==> config.mk <==
export PLATFORM = sky130hd
export DESIGN_NAME = gba_eeprom_ctrl
export DESIGN_NICKNAME = d
export VERILOG_FILES = /design/src/rtl/gba_eeprom_ctrl.sv
export SDC_FILE = /design/constraint.sdc
export NUM_CORES = 1
export LEC_CHECK = 0
export BUFFER_PORTS_ARGS = -buffer_cell sky130_fd_sc_hd__buf_2
export CAP_MARGIN = 20
export CORE_MARGIN = 4
export CORE_UTILIZATION = 46
export DETAILED_ROUTE_END_ITERATION = 8
export PLACE_DENSITY = 0.66
export SLEW_MARGIN = 20
export SYNTH_ARGS = -nofsm -noshare
export SYNTH_HDL_FRONTEND = slang
export SYNTH_SLANG_ARGS = --single-unit
==> constraint.sdc <==
create_clock -name clk -period 2.2 [get_ports clk]
set_input_delay 0.22 -clock clk [delete_from_list [all_inputs] [get_ports clk]]
set_output_delay 0.22 -clock clk [all_outputs]
set_load 0.05 [all_outputs]
==> src/rtl/gba_eeprom_ctrl.sv <==
// GBA bit-serial EEPROM responder driving the 1-bit port A of the save BRAM.
// Optional post-write busy period is enabled with `define GBA_EEPROM_BUSY_EN.
module gba_eeprom_ctrl #(
    parameter int ADDR_BITS   = 14,
    parameter int BUSY_CYCLES = 4096
) (
    input  logic        clk,
    input  logic        resetn,
    input  logic        req,
    input  logic        we,
    input  logic        wbit,
    output logic        ack,
    output logic        rbit,
    output logic [15:0] mem_ada,
    output logic        mem_dina,
    input  logic        mem_douta,
    output logic        mem_cea,
    output logic        mem_wrea,
    output logic        dirty,
    input  logic        dirty_clr
);

    typedef enum logic [3:0] {
        S_IDLE, S_CMD, S_ADDR, S_WDATA, S_WSTOP, S_RSTOP, S_RDUMMY, S_RDATA, S_BUSY
    } state_e;

    state_e      state_q, state_d;
    logic [5:0]  cnt_q, cnt_d;
    logic [9:0]  block_q, block_d;
    logic        rd_cmd_q, rd_cmd_d;
    logic        ack_q, ack_d;
    logic        rbit_q, rbit_d;
    logic        rd_pend_q, rd_pend_d;
    logic        rd_val_q, rd_val_d;
    logic        rd_mem_q, rd_mem_d;
    logic        rsel_q, rsel_d;
    logic        cea_q, cea_d;
    logic        wrea_q, wrea_d;
    logic [15:0] ada_q, ada_d;
    logic        dina_q, dina_d;
    logic        dirty_q, dirty_d;
    logic        accept;
    logic        wr_set;
`ifdef GBA_EEPROM_BUSY_EN
    localparam int BUSY_W = $clog2(BUSY_CYCLES + 1);
    logic [BUSY_W-1:0] busy_q, busy_d;
`endif

    // One access in flight at a time: a read occupies two cycles, a write one.
    assign accept = req && !rd_pend_q && !ack_q;

    // NOTE: every variable gets a default first so no path can infer a latch.
    always_comb begin
        state_d   = state_q;
        cnt_d     = cnt_q;
        block_d   = block_q;
        rd_cmd_d  = rd_cmd_q;
        ack_d     = rd_pend_q;
        rbit_d    = rd_pend_q ? rd_val_q : rbit_q;
        rsel_d    = rd_mem_q;
        rd_pend_d = 1'b0;
        rd_val_d  = rd_val_q;
        rd_mem_d  = 1'b0;
        cea_d     = 1'b0;
        wrea_d    = 1'b0;
        ada_d     = ada_q;
        dina_d    = dina_q;
        wr_set    = 1'b0;
`ifdef GBA_EEPROM_BUSY_EN
        busy_d    = busy_q;
`endif
        if (accept) begin
            if (we) begin
                ack_d = 1'b1;
            end else begin
                rd_pend_d = 1'b1;
                rd_val_d  = 1'b0;
            end
        end

        unique case (state_q)
            S_IDLE: if (accept) begin
                if (we && wbit) state_d = S_CMD;
                else if (!we)   rd_val_d = 1'b1;
            end
            S_CMD: if (accept && we) begin
                rd_cmd_d = wbit;
                cnt_d    = '0;
                block_d  = '0;
                state_d  = S_ADDR;
            end
            // A 10-bit shift register keeps the low 10 address bits and zero-extends short addresses.
            S_ADDR: if (accept && we) begin
                block_d = {block_q[8:0], wbit};
                if (cnt_q == 6'(ADDR_BITS - 1)) begin
                    cnt_d   = '0;
                    state_d = rd_cmd_q ? S_RSTOP : S_WDATA;
                end else begin
                    cnt_d = cnt_q + 6'd1;
                end
            end
            S_WDATA: if (accept && we) begin
                cea_d   = 1'b1;
                wrea_d  = 1'b1;
                ada_d   = {block_q, cnt_q[5:3], ~cnt_q[2:0]};
                dina_d  = wbit;
                wr_set  = 1'b1;
                cnt_d   = cnt_q + 6'd1;
                if (cnt_q == 6'd63) state_d = S_WSTOP;
            end
            S_WSTOP: if (accept && we) begin
`ifdef GBA_EEPROM_BUSY_EN
                busy_d  = BUSY_W'(BUSY_CYCLES - 1);
                state_d = S_BUSY;
`else
                state_d = S_IDLE;
`endif
            end
            S_RSTOP: if (accept && we) begin
                cnt_d   = '0;
                state_d = S_RDUMMY;
            end
            S_RDUMMY: if (accept) begin
                if (we) begin
                    state_d = wbit ? S_CMD : S_IDLE;
                end else if (cnt_q == 6'd3) begin
                    cnt_d   = '0;
                    state_d = S_RDATA;
                end else begin
                    cnt_d = cnt_q + 6'd1;
                end
            end
            S_RDATA: if (accept) begin
                if (we) begin
                    state_d = wbit ? S_CMD : S_IDLE;
                end else begin
                    cea_d    = 1'b1;
                    ada_d    = {block_q, cnt_q[5:3], ~cnt_q[2:0]};
                    rd_mem_d = 1'b1;
                    cnt_d    = cnt_q + 6'd1;
                    if (cnt_q == 6'd63) state_d = S_IDLE;
                end
            end
            S_BUSY: begin
`ifdef GBA_EEPROM_BUSY_EN
                if (busy_q == '0) state_d = S_IDLE;
                else              busy_d  = busy_q - 1'b1;
`else
                state_d = S_IDLE;
`endif
            end
            default: state_d = S_IDLE;
        endcase

        // Set wins over a simultaneous clear.
        dirty_d = wr_set | (dirty_q & ~dirty_clr);
    end

    // NOTE: sequential state uses non-blocking assignments only.
    always_ff @(posedge clk) begin
        if (!resetn) begin
            state_q   <= S_IDLE;
            cnt_q     <= '0;
            block_q   <= '0;
            rd_cmd_q  <= 1'b0;
            ack_q     <= 1'b0;
            rbit_q    <= 1'b0;
            rd_pend_q <= 1'b0;
            rd_val_q  <= 1'b0;
            rd_mem_q  <= 1'b0;
            rsel_q    <= 1'b0;
            cea_q     <= 1'b0;
            wrea_q    <= 1'b0;
            ada_q     <= '0;
            dina_q    <= 1'b0;
            dirty_q   <= 1'b0;
`ifdef GBA_EEPROM_BUSY_EN
            busy_q    <= '0;
`endif
        end else begin
            state_q   <= state_d;
            cnt_q     <= cnt_d;
            block_q   <= block_d;
            rd_cmd_q  <= rd_cmd_d;
            ack_q     <= ack_d;
            rbit_q    <= rbit_d;
            rd_pend_q <= rd_pend_d;
            rd_val_q  <= rd_val_d;
            rd_mem_q  <= rd_mem_d;
            rsel_q    <= rsel_d;
            cea_q     <= cea_d;
            wrea_q    <= wrea_d;
            ada_q     <= ada_d;
            dina_q    <= dina_d;
            dirty_q   <= dirty_d;
`ifdef GBA_EEPROM_BUSY_EN
            busy_q    <= busy_d;
`endif
        end
    end

    // Data reads return the BRAM output directly, as it lands in the ack cycle.
    assign rbit     = rsel_q ? mem_douta : rbit_q;
    assign ack      = ack_q;
    assign mem_cea  = cea_q;
    assign mem_wrea = wrea_q;
    assign mem_ada  = ada_q;
    assign mem_dina = dina_q;
    assign dirty    = dirty_q;

endmodule

After elaboration in Yosys (flattened, before gate mapping)
Index checks and enable logic that the tools add are counted.
{ "classes": {"mux": 49, "n_reduce_logical": 18, "n_addsub": 1, "bitwise_logic": 4, "eq_ne": 26} }
{ "ops": {"columns": ["cell", "count"], "rows": [
  ["$mux 4", 15],
  ["$mux 6", 9],
  ["$mux 16", 3],
  ["$pmux 16 s2", 1],
  ["$pmux 4 s8", 1],
  ["$pmux 6 s5", 1],
  ["$ne 2x2->1 const B", 13],
  ["$mux 10", 2],
  ["$pmux 10 s2", 1],
  ["$eq 4x3->1 const B", 4],
  ["$mux 1", 14],
  ["$reduce_and 13->1", 1],
  ["$eq 4x2->1 const B", 2],
  ["$reduce_and 8->1", 1],
  ["$add 6x1->6 const B", 1],
  ["$eq 6x2->1 const B", 1],
  ["$eq 6x4->1 const B", 1],
  ["$eq 6x6->1 const B", 1],
  ["$ne 3x3->1 const B", 2],
  ["$reduce_and 2->1", 3],
  ["$reduce_bool 5->1", 1],
  ["$eq 4x1->1 const B", 1],
  ["$logic_and 1x1->1", 4],
  ["$logic_not 4->1", 1],
  ["12 further kinds", 14]
]} }
{ "word_totals": {"ff_bits": 47, "output_inout_bits": 22, "wordCells": 113} }

Longest topological paths before layout
Gate-level depths: netlist of the first run.
{ "depth": {"ltp_word": 8, "mapped_depth": 7} }

Least setup slack after synthesis of the first run
No wires, ideal clock.
{ "synth_path": {"path_kind": "reg2reg", "startpoint": "register ack_q (netlist: ack)", "endpoint": "register ada_q[0] (netlist: mem_ada[0])", "path_stages_with_launch": 8, "required_ps": 2085, "setup_ps": 115, "arrival_ps": 1628, "path_slack_ps": 457, "path_cell_list": "dfxtp_1 nor3b_2 nand4_1 buf_2 buf_4 nand2_1 o21ai_1 and2_1"} }
{ "synth_between": {"elab_chain_len": 5, "word_cells_on_any_way": 6, "cone_classes": "eq/ne (2); reduce/logical (4)"} }
{ "synth_lines": {"columns": ["item", "line_no", "rtl"], "rows": [
  ["start: declaration", "31", "logic ack_q, ack_d;"],
  ["start signal: assignment", "185", "ack_q <= ack_d;"],
  ["$logic_not 1->1 *", "50", "assign accept = req && !rd_pend_q && !ack_q;"],
  ["$logic_and 1x1->1 *", "50", null],
  ["$logic_and 1x1->1", "102", "S_WDATA: if (accept && we) begin"],
  ["$ne 2x2->1 (no line)", null, null],
  ["$reduce_and 4->1 (no line) *", null, null],
  ["end signal: assignment", "174", "ada_q <= '0;"],
  ["end signal: assignment", "193", "ada_q <= ada_d;"],
  ["end: declaration", "39", "logic [15:0] ada_q, ada_d;"]
]} }
Every way passes the cells marked *; elsewhere a longest branch is shown, timed or not.
A chain may end at the register's enable or synchronous reset.

Final worst setup path of the first run
{ "layout_path": {"startpoint": "register cnt_q[0]", "endpoint": "register state_q[0]"} }
{ "layout_between": {"elab_chain_len": 3, "word_cells_on_any_way": 8, "cone_classes": "eq/ne (7); reduce/logical (1)"} }
{ "layout_lines": {"columns": ["item", "line_no", "rtl"], "rows": [
  ["start: declaration", "28", "logic [5:0] cnt_q, cnt_d;"],
  ["start signal: assignment", "182", "cnt_q <= cnt_d;"],
  ["$eq 6x2->1, or another cell as far along", "126", "end else if (cnt_q == 6'd3) begin"],
  ["$ne 3x3->1 (no line) / $ne 2x2->1 (equally long branches)", null, null],
  ["$reduce_and 13->1 (no line) *", null, null],
  ["end signal: assignment", "181", "state_q <= state_d;"],
  ["end: declaration", "27", "state_e state_q, state_d;"]
]} }
Marks and branches as above.

==> summary.md, run 1 <==
| Metric | Value |
|---|---|
| DP HPWL | 2830 um |
| TritonCTS clock tree | built |
| CP Cell Sequence | ha_1 -> nand2b_1 -> o41ai_1 -> nand4_1 -> and3_1 -> a31o_1 |
| End of the worst register-to-register path | state_q[0] |
| Setup_tns | 0 ns |
| Pins over their slew limit | 0 |
| Crit share post-route | 0.811 |
| Worst Path Buf+Inv | 0 |
| Via Count | 1,585 |
| R2R Setup Slk | about 0.42 ns |
| Critical path's top delay family | simple AND/OR/NAND/NOR gates |
| Post-synth EDFFs | 0 |
| Net Count, Synth | 220 |
| # fillers | 412 |
| TritonCTS Buffers | 5 |
| CP Class | reg2reg |
| # clock sinks | 46 |
| Power Density | between 600 and 700 nW/um2 |
| DR iter-0 viols | 75 |
| Worst min-delay path startpoint | dirty_clr |
| Syn Area/Cell | 9.97 um2 |
| Final worst slack | 0.415 ns |
| Via density | 5.45 |
| Placement Setup Slack | 0.449 ns |
| Post-synth ARST share | 0 |
| Routed wire length | 4110 um |
| Post-CTS setup repair buffer count | 0 |
| Final setup violation count | 0 |
| R2R cell count | 6 |
| Slew HR | 0.655 |
| Area of the core | 4380 um2 |
| Longest Clk Path Bufs | 2 |
| DRC viols | 0 |
| Cells after synthesis | 211 |
| Starting Density | 0.480 |
| DR pass1 iterations | 4 |
| Minimum clock period | 1.78 ns |
| Crit end category | register |
| Status | finished clean |
| Syn. warnings | 0 |
| Highest clock rate | 560 MHz |
| Maximum Capacitance Violations | 0 |
| RD Place Congestion | 0.751 |
| Chip width | 75.6 um |
| Reg2Reg Launch Point | cnt_q[0] |
| Least-Margin Pin Slew | 0.518 ns |
| Setup Skew | between 0.004 and 0.005 ns |
| Io pins | 29 |
| # rows | 24 |
| P&R area growth vs syn | 13.0% |
| Hold_buf cts | 0 |
| Finished Core Util | 0.542 |
| RSZ-0062 raised after global routing | no |
| Vias in the first global route | 1,468 |
| Worst-skew pair later-pin latency | just under 0.3 ns |
| First-pass GRT wire length | 6980 um |
| VDD IR max | between 0.0003 and 0.0004 V |
| Unique cell type count in the Yosys netlist | 55 |
| CP Capture Point | state_q[0] |
| Post-synthesis sequential area ratio | 0.438 |
| Post-synth top flop | dfxtp_1 |
| Area of the die | roughly 5700 um2 |
| Largest net degree at the start of global routing | 36 |
| Worst path slowest cell | dfxtp_1 |
| Clock slew at reported path FFs | around 0.09 ns |
| WP data required | 2.39 ns |
| Post-CTS resize count | 0 |
| Die height | 75.6 um |
| #FFs+latches synth | between 40 and 50 |
| Startpoint types | register |
| LEAKAGE | 1.03 nW |
| Root Driver | clkbuf_8 |
| Synthesized area | 2100 um2 |
| H-tree levels | 2 |
| Final number of hold-violating endpoints | 0 |
| Arr. time, crit path | slightly below 2 ns |
| Ant. Diodes | 0 |
| CP Max Fanout | 7 |
| Hold Crit Class | in2reg |
| PortBufs | 28 |
| Post-route ant nets | 0 |
| CP Depth | 6 |
| GRT Total Usage | 0.159 |
| Multi-input logic area | 1100 um2 |
| Congestion Overflow GR | 0 |
| Routed wire per std cell | 14.1 um |
| Antenna violations before repair | 0 |
| Critical Path Max Stage Delay | between 0.4 and 0.5 ns |
| Nets | 247 |
| FF/Latch Area | about 920 um2 |
| Fraction of layout cells with a size suffix above 1 | 0.238 |
| CP startpoint | cnt_q[0] |
placed cells by master (no fill, tap or decap), types with 3 or more instances in the layout:
cell type	synthesis	layout
a22oi_1	10	10
dfxtp_1	46	46
nand4_1	4	4
buf_4	2	6
nor2b_1	31	31
nand2_1	11	11
and3_1	3	3
o2111ai_1	4	4
buf_2	4	28
clkbuf_8	0	6
and2_1	6	6
o311ai_2	3	3
mux2i_1	17	17
nand3_1	7	7
nor2_1	6	6
o21ai_1	4	4
worst min path at each step:
stage / endpoint / slack (ns) / depth (start not counted)
floorplan: rd_cmd_q / 0.39 / 2
global placement: rsel_q / 0.42 / 1
detailed placement: rsel_q / 0.43 / 1
CTS: dirty / 0.22 / 3
global route: dirty / 0.23 / 3
finish: dirty / 0.23 / 3
synthesized netlist by cell type, types with 2 or more instances:
cell       number  area (um2)
a21boi_1        2        15.0
a21oi_1         2        10.0
a22oi_1        10        75.1
and2_1          6        37.5
and3_1          3        18.8
buf_2           4        20.0
buf_4           2        15.0
clkbuf_1        7        26.3
dfxtp_1        46         921
ha_1            2        25.0
inv_1           2        7.51
mux2i_1        17         170
nand2_1        11        41.3
nand2b_1        2        12.5
nand3_1         7        35.0
nand4_1         4        25.0
nor2_1          6        22.5
nor2b_1        31         194
o2111ai_1       4        35.0
o21ai_1         4        20.0
o2bb2ai_1       2        17.5
o311ai_2        3        48.8
or3_1           2        12.5
sequential cells by signal (all words and copies together) (netlist names):
| signal | cells |
|---|---|
| rsel_q | 1 |
| rbit_q | 1 |
| state_q | 3 |
| rd_val_q | 1 |
| mem_ada | 16 |
| mem_wrea | 1 |
| dirty | 1 |
| ack | 1 |
| mem_dina | 1 |
| rd_cmd_q | 1 |
| mem_cea | 1 |
| cnt_q | 6 |
| block_q | 10 |
| rd_mem_q | 1 |
| rd_pend_q | 1 |
through the flow:
step                      hold slack, ns  instances  cell area [um2]  power [mW]
after floorplan                    0.386        211             2100       0.927
after global placement             0.419        283             2280       0.953
after detailed placement           0.435        283             2280       0.952
after CTS                          0.216        291             2380        1.49
after global routing               0.232        291             2380        1.53
final                              0.228        291             2380        1.46
power breakdown:
group | switching (mW) | internal (mW) | total (mW)
Combinational | 0.0494 | 0.0378 | 0.0872
Clock | 0.279 | 0.253 | 0.531
Sequential | 0.00778 | 0.837 | 0.845
Total | 0.336 | 1.13 | 1.46
cell families (layout without fill, tap and decap cells):
family | count (synthesis) | in the layout | synth area share
and+or+nand+nor | 83 | 83 | 0.235
DFF | 46 | 46 | 0.438
AOI/OAI and AO/OA | 44 | 44 | 0.185
muxes | 18 | 18 | 0.0863
buffers and inverters | 17 | 45 | 0.0399
adders and majority gates | 2 | 2 | 0.0119
xor gates and xnor gates | 1 | 1 | 0.00416
final cells by class:
type                    count  share of cell area
clock buffers               6              0.0348
clock inverters             2             0.00527
inverters                   3             0.00474
multi-input cells         148               0.462
flip-flops and latches     46               0.388
well taps                  52              0.0274
repair buffers             34              0.0779
tightest hold or removal path: stages:
cell and delay (ns):
buf_2 0.07, nor2b_1 0.03, o21a_1 0.15
per-layer routing:
layer	vias up	global-route usage	share of wire
met4	0	0.0583	0.015
li1	807	-	-
met1	745	0.213	0.48
met3	7	0.0396	0.028
met5	-	0	0
met2	26	0.248	0.48
Power figures use the tool's default switching activity.
==> inputs of run 2 (changes only) <==
--- a/config.mk
+++ b/config.mk
@@ -5,12 +5,13 @@
 export SDC_FILE = /design/constraint.sdc
 export NUM_CORES = 1
 export LEC_CHECK = 0
+export ABC_AREA = 1
 export BUFFER_PORTS_ARGS = -buffer_cell sky130_fd_sc_hd__buf_2
 export CAP_MARGIN = 20
 export CORE_MARGIN = 4
 export CORE_UTILIZATION = 46
 export DETAILED_ROUTE_END_ITERATION = 8
-export PLACE_DENSITY = 0.66
+export PLACE_DENSITY = 0.69
 export SLEW_MARGIN = 20
 export SYNTH_ARGS = -nofsm -noshare
 export SYNTH_HDL_FRONTEND = slang
==> constraint.sdc (replaced) <==
create_clock -name clk -period 1.5 [get_ports clk]
set_input_delay 0.15 -clock clk [delete_from_list [all_inputs] [get_ports clk]]
set_output_delay 0.15 -clock clk [all_outputs]
set_load 0.05 [all_outputs]
==> summary.md, run 2 <==
| Metric | Value |
|---|---|
| Status | finished clean (unchanged) |
| Setup_tns | 0 ns (unchanged) |
| Syn Area/Cell | 7.30 um2 (was 9.97 um2) |
| Worst Path Buf+Inv | 1 (was 0) |
| LEAKAGE | 1.11 nW (was 1.03 nW) |
| Final setup violation count | 0 (unchanged) |
| Final number of hold-violating endpoints | 0 (unchanged) |
| Setup Skew | 0.00348 ns (was 0.00418 ns) |
| Placed Cells | 355 (was 283) |
| VDD IR max | 0.000938 V (was 0.000370 V) |
| Most frequent cell after synthesis | nand2_1 (was dfxtp_1) |
| Pins over their slew limit | 0 (unchanged) |
| DR pass1 iterations | 4 (unchanged) |
| Io pins | 29 (unchanged) |
| Post-synthesis sequential area ratio | 0.453 (was 0.438) |
| CP Class | reg2reg (unchanged) |
| # rows | 23 (was 24) |
| Hold Crit Class | in2reg (unchanged) |
| PortBufs | 28 (unchanged) |
| Power Density | 1280 nW/um2 (was 616 nW/um2) |
| Vias in the first global route | 1,656 (was 1,468) |
| Critical Path Max Stage Delay | 0.34 ns (was 0.44 ns) |
| # clock sinks | 46 (unchanged) |
| DR iter-0 viols | 89 (was 75) |
| Most common cell after layout, fill and taps aside | nand2_1 (was dfxtp_1) |
| Reg power frac | 0.453 (was 0.577) |
| Startpoint types | register (unchanged) |
| Final non-filler cell total | 363 (was 291) |
| Fraction of layout cells with a size suffix above 1 | 0.262 (was 0.238) |
| Leading area contributor after synthesis | dfxtp_1 (unchanged) |
| Critical path's top delay family | simple AND/OR/NAND/NOR gates (unchanged) |
| H-tree levels | 2 (unchanged) |
| Area of the core | 4140 um2 (was 4380 um2) |
| Via density | 5.03 (was 5.45) |
| Switching share of power | 0.332 (was 0.229) |
| Clk network pwr share | 0.295 (was 0.363) |
| Congestion Overflow GR | 0 (unchanged) |
| Routed wire per std cell | 11.7 um (was 14.1 um) |
| DP HPWL | 3070 um (was 2830 um) |
| Worst path slowest cell | dfxtp_2 (was dfxtp_1) |
| Synthesized area | 2030 um2 (was 2100 um2) |
| Post-synth EDFFs | 0 (unchanged) |
| TritonCTS Buffers | 5 (unchanged) |
| Least-Margin Pin Slew | 0.492 ns (was 0.518 ns) |
| WP data required | 1.67 ns (was 2.39 ns) |
| Arr. time, crit path | 1.57 ns (was 1.98 ns) |
| Post-synth top area share | 0.453 (was 0.438) |
| DRC viols | 0 (unchanged) |
| Minimum clock period | 1.40 ns (was 1.78 ns) |
| Synth area leaders | dfxtp_1 (45%), nand2_1 (12%), nor2_1 (8.1%) (was dfxtp_1 (44%), nor2b_1 (9.2%), mux2i_1 (8.1%)) |
| Net Count, Synth | 287 (was 220) |
| #FFs+latches synth | 46 (unchanged) |
| Unique cell type count in the Yosys netlist | 27 (was 55) |
| Most frequent cells in the layout | nand2_1 (66), nor2_1 (43), dfxtp_1 (42), buf_2 (28), o21ai_1 (20) (was dfxtp_1 (46), nor2b_1 (31), buf_2 (28), mux2i_1 (17), nand2_1 (11)) |
| Routed wire length | 4250 um (was 4110 um) |
| Slew HR | 0.670 (was 0.655) |
| Via Count | 1,827 (was 1,585) |
| P_int | 2.04 mW (was 1.13 mW) |
| Post-CTS setup repair buffer count | 0 (unchanged) |
| Clock slew at reported path FFs | 0.08 ns (was 0.09 ns) |
| Starting Density | 0.490 (was 0.480) |
| Ant. Diodes | 0 (unchanged) |
| Die height | 74.4 um (was 75.6 um) |
| Area of the die | 5540 um2 (was 5720 um2) |
| Largest net degree at the start of global routing | 21 (was 36) |
| Finished Core Util | 0.574 (was 0.542) |
| Crit end category | register (unchanged) |
| Worst-skew pair later-pin latency | 0.29 ns (about the same) |
| Root Driver | clkbuf_8 (unchanged) |
| Switching Power | 1.01 mW (was 0.336 mW) |
| RSZ-0062 raised after global routing | no (unchanged) |
| Crit share post-route | 0.931 (was 0.811) |
| RD Place Congestion | 0.947 (was 0.751) |
| Nets | 321 (was 247) |
| GRT Total Usage | 0.172 (was 0.159) |
| Longest Clk Path Bufs | 2 (unchanged) |
| Synth top cells by count | nand2_1 (66), dfxtp_1 (46), nor2_1 (44), a21oi_1 (19), o21ai_1 (18) (was dfxtp_1 (46), nor2b_1 (31), mux2i_1 (17), nand2_1 (11), a22oi_1 (10)) |
| Post-synth top flop | dfxtp_1 (unchanged) |
| Highest clock rate | 716 MHz (was 560 MHz) |
| First-pass GRT wire length | 7420 um (was 6980 um) |
| CP Max Fanout | 6 (was 7) |
| TritonCTS clock tree | built (unchanged) |
| Maximum Capacitance Violations | 0 (unchanged) |
| Cells after synthesis | 278 (was 211) |
| Chip width | 74.4 um (was 75.6 um) |
| Post-synth ARST share | 0 (unchanged) |
| Number of flip-flops in the largest register | 16 (unchanged) |
| Hold Slack | 0.0489 ns (was 0.228 ns) |
| Combinational power share | 0.253 (was 0.060) |
| Antenna violations before repair | 0 (unchanged) |
| P&R area growth vs syn | 17.2% (was 13.0%) |
| CP Cell Sequence | inv_1 -> ha_1 -> nand3_1 -> nand3_1 -> nand3_2 -> o21ai_0 -> nand2_1 -> nand2_1 -> nor2_1 (was ha_1 -> nand2b_1 -> o41ai_1 -> nand4_1 -> and3_1 -> a31o_1) |
| Syn. warnings | 0 (unchanged) |
| Post-route ant nets | 0 (unchanged) |
## run 2: final timing paths
path         startpoint  slack (ns)  cells past startpoint        to
min           dirty_clr        0.05                      2     dirty
max reg2reg    cnt_q[1]        0.10                      9  cnt_q[2]
max            cnt_q[1]        0.10                      9  cnt_q[2]
min reg2reg    rd_mem_q        0.42                      2    rsel_q
## run 2: final cells by class
cell class	instances	area [um2]
multi-input cells	198	980
repair buffers	34	198
well taps	50	62.6
clock inverters	2	37.5
flip-flops and latches	46	926
inverters	27	104
clock buffers	6	72.6
fillers	415	1760
## run 2: power by group through the flow
stage / logic [mW] / clock network (mW) / registers, mW
3_5_place_dp: 0.753 / 0 / 1.40
4_1_cts: 0.759 / 0.935 / 1.38
6_report: 0.771 / 0.899 / 1.38
2_1_floorplan: 0.520 / 0 / 1.46
5_1_grt: 0.871 / 0.979 / 1.39
3_3_place_gp: 0.754 / 0 / 1.40
## run 2: logic make-up after synthesis
logic type                 count (synthesis)  synth area share
adders and majority gates                  2            0.0123
and+or+nand+nor                          141             0.312
buffers and inverters                     34            0.0739
xor gates and xnor gates                   1           0.00431
DFF                                       46             0.453
AOI/OAI and AO/OA                         54             0.144
## run 2: layer usage
metal  part of all wire  global-route usage  up-vias
met3              0.056              0.0392        9
met4              0.016              0.0652        0
met5                  0                   0        -
li1                   -                   -      954
met2               0.45               0.261       41
met1               0.48               0.237      823
## run 2: per-stage QoR
| step | area, um2 | power [mW] | setup slack, ns |
|---|---|---|---|
| floorplan | 2030 | 1.98 | 0.125 |
| global placement | 2240 | 2.16 | 0.0635 |
| detailed placement | 2240 | 2.16 | 0.0633 |
| CTS | 2350 | 3.07 | 0.0181 |
| global route | 2380 | 3.24 | 0.0000969 |
| finish | 2380 | 3.05 | 0.104 |
## run 2: timing repair
action	CTS	global route
gates resized for setup	0	9
hold buffers	0	0
endpoints found under the setup margin	0	20
==> inputs of run 3 (changes only) <==
--- a/config.mk
+++ b/config.mk
@@ -8,6 +8,7 @@
 export ABC_AREA = 1
 export BUFFER_PORTS_ARGS = -buffer_cell sky130_fd_sc_hd__buf_2
 export CAP_MARGIN = 20
+export CORE_ASPECT_RATIO = 1.1
 export CORE_MARGIN = 4
 export CORE_UTILIZATION = 46
 export DETAILED_ROUTE_END_ITERATION = 8
==> summary.md, run 3 (synthesis gave the netlist of run 2 again) <==
| Metric | Value |
|---|---|
| CP Cell Sequence | inv_1 -> ha_1 -> nand3_1 -> nand3_1 -> nand3_2 -> o21ai_0 -> nand2_1 -> nand2_1 -> nor2_1 (unchanged) |
| Placed cell areas | 2240 um2 (about the same) |
| Worst path slowest cell | dfxtp_2 (unchanged) |
| WP data required | 1.68 ns (was 1.67 ns) |
| Vias in the first global route | 1,733 (was 1,656) |
| Routed wire per std cell | 12.0 um (was 11.7 um) |
| Final non-filler cell total | 366 (was 363) |
| Starting Density | 0.474 (was 0.490) |
| TritonCTS clock tree | built (unchanged) |
| Via density | 4.97 (was 5.03) |
| CP Class | reg2reg (unchanged) |
| Number of flip-flops in the largest register | 16 (unchanged) |
| Post-route ant nets | 0 (unchanged) |
| Finished Core Util | 0.557 (was 0.574) |
| Ant. Diodes | 0 (unchanged) |
| Congestion Overflow GR | 0 (unchanged) |
| Area of the die | 5540 um2 (about the same) |
| Antenna violations before repair | 0 (unchanged) |
| DRC viols | 0 (unchanged) |
| Die height | 77.7 um (was 74.4 um) |
| Maximum Capacitance Violations | 0 (unchanged) |
| Root Driver | clkbuf_8 (unchanged) |
| DP HPWL | 3040 um (was 3070 um) |
| First-pass GRT wire length | 7550 um (was 7420 um) |
| Worst-skew pair later-pin latency | 0.30 ns (was 0.29 ns) |
| Pins over their slew limit | 0 (unchanged) |
| Hold Crit Class | in2reg (unchanged) |
| Critical Path Max Stage Delay | 0.34 ns (about the same) |
| Setup Skew | 0.00442 ns (was 0.00348 ns) |
| Io pins | 29 (unchanged) |
| PortBufs | 28 (unchanged) |
| Fin area | 2390 um2 (was 2380 um2) |
| Routed wire length | 4390 um (was 4250 um) |
| Clock slew at reported path FFs | 0.09 ns (was 0.08 ns) |
| Fraction of layout cells with a size suffix above 1 | 0.272 (was 0.262) |
| Power Density | 1300 nW/um2 (was 1280 nW/um2) |
| Largest net degree at the start of global routing | 21 (unchanged) |
| Crit end category | register (unchanged) |
| # clock sinks | 46 (unchanged) |
| Total power | 3.10 mW (was 3.05 mW) |
| Most frequent cells in the layout | nand2_1 (66), nor2_1 (42), dfxtp_1 (40), buf_2 (28) (was nand2_1 (66), nor2_1 (43), dfxtp_1 (42), buf_2 (28), o21ai_1 (20)) |
| LEAKAGE | 1.12 nW (was 1.11 nW) |
| Highest clock rate | 727 MHz (was 716 MHz) |
| Final number of hold-violating endpoints | 0 (unchanged) |
| Via Count | 1,819 (was 1,827) |
| VDD IR max | 0.000661 V (was 0.000938 V) |
| Hold Slack | 0.0350 ns (was 0.0489 ns) |
| Longest Clk Path Bufs | 2 (unchanged) |
| Status | finished clean (unchanged) |
| Crit share post-route | 0.917 (was 0.931) |
| # rows | 25 (was 23) |
| Minimum clock period | 1.38 ns (was 1.40 ns) |
| Least-Margin Pin Slew | 0.489 ns (was 0.492 ns) |
| RD Place Congestion | 0.951 (was 0.947) |
| CP Max Fanout | 6 (unchanged) |
| Placed Cells | 358 (was 355) |
| Most common cell after layout, fill and taps aside | nand2_1 (unchanged) |
| GRT Total Usage | 0.168 (was 0.172) |
| Arr. time, crit path | 1.56 ns (was 1.57 ns) |
| TritonCTS Buffers | 5 (unchanged) |
| Final setup violation count | 0 (unchanged) |
| Slew HR | 0.672 (was 0.670) |
| DR pass1 iterations | 4 (unchanged) |
| Startpoint types | register (unchanged) |
| P&R area growth vs syn | 17.6% (was 17.2%) |
| H-tree levels | 2 (unchanged) |
| Hold_buf cts | 0 (unchanged) |
| Area of the core | 4290 um2 (was 4140 um2) |
| DR iter-0 viols | 80 (was 89) |
| Nets | 320 (was 321) |
| Chip width | 71.4 um (was 74.4 um) |
run 3: cell count changes in the layout (fill, tap and decap cells not counted), sizes merged:
cell / previous run / this run
buf: 34 / 33
inv: 26 / 27
clkinvlp: 1 / 0
clkinv: 1 / 2
clkbuf: 6 / 5
run 3: final cells by class:
class                           instances  area, um2
Clock buffer                            5       68.8
Inverter                               27        101
Sequential cell                        46        928
Multi-Input combinational cell        198        987
Tap cell                               54       67.6
Fill cell                             403       1900
Timing Repair Buffer                   33        190
Clock inverter                          3       43.8
run 3: final timing paths:
| kind | start | to | slack [ns] | cells past startpoint |
|---|---|---|---|---|
| setup / recovery | cnt_q[1] | cnt_q[2] | 0.12 | 9 |
| setup reg to reg | cnt_q[1] | cnt_q[2] | 0.12 | 9 |
| hold reg to reg | rd_mem_q | rsel_q | 0.42 | 2 |
| hold / removal | dirty_clr | dirty | 0.03 | 2 |
run 3: repair_timing:
item	4_1_cts	5_1_grt
setup buffers	0	0
hold endpoints to repair	0	0
setup endpoints to repair	0	28
gates resized for setup	0	11
run 3: routing by layer:
layer	vias to the layer above	share of wire	global-route usage
li1	951	-	-
met1	824	0.46	0.212
met2	33	0.47	0.268
met3	11	0.042	0.0402
met4	0	0.026	0.0752
met5	-	0	0
run 3: power breakdown:
group	internal [mW]	switching [mW]
combinational	0.239	0.550
sequential	1.31	0.0779
clock	0.499	0.430
run 3: critical path: cells and delay by family (launching register included):
kind            cells  cell delay, ns
compound gates      1            0.13
fa+ha+maj           1            0.15
buf+inv             1            0.10
flops               1            0.34
simple gates        6            0.54
run 3: metrics by stage:
step	setup TNS [ns]	setup WS [ns]
global route	-0.00797	-0.00797
global placement	0	0.0786
detailed placement	0	0.0439
floorplan	0	0.125
finish	0	0.124
CTS	0	0.0297
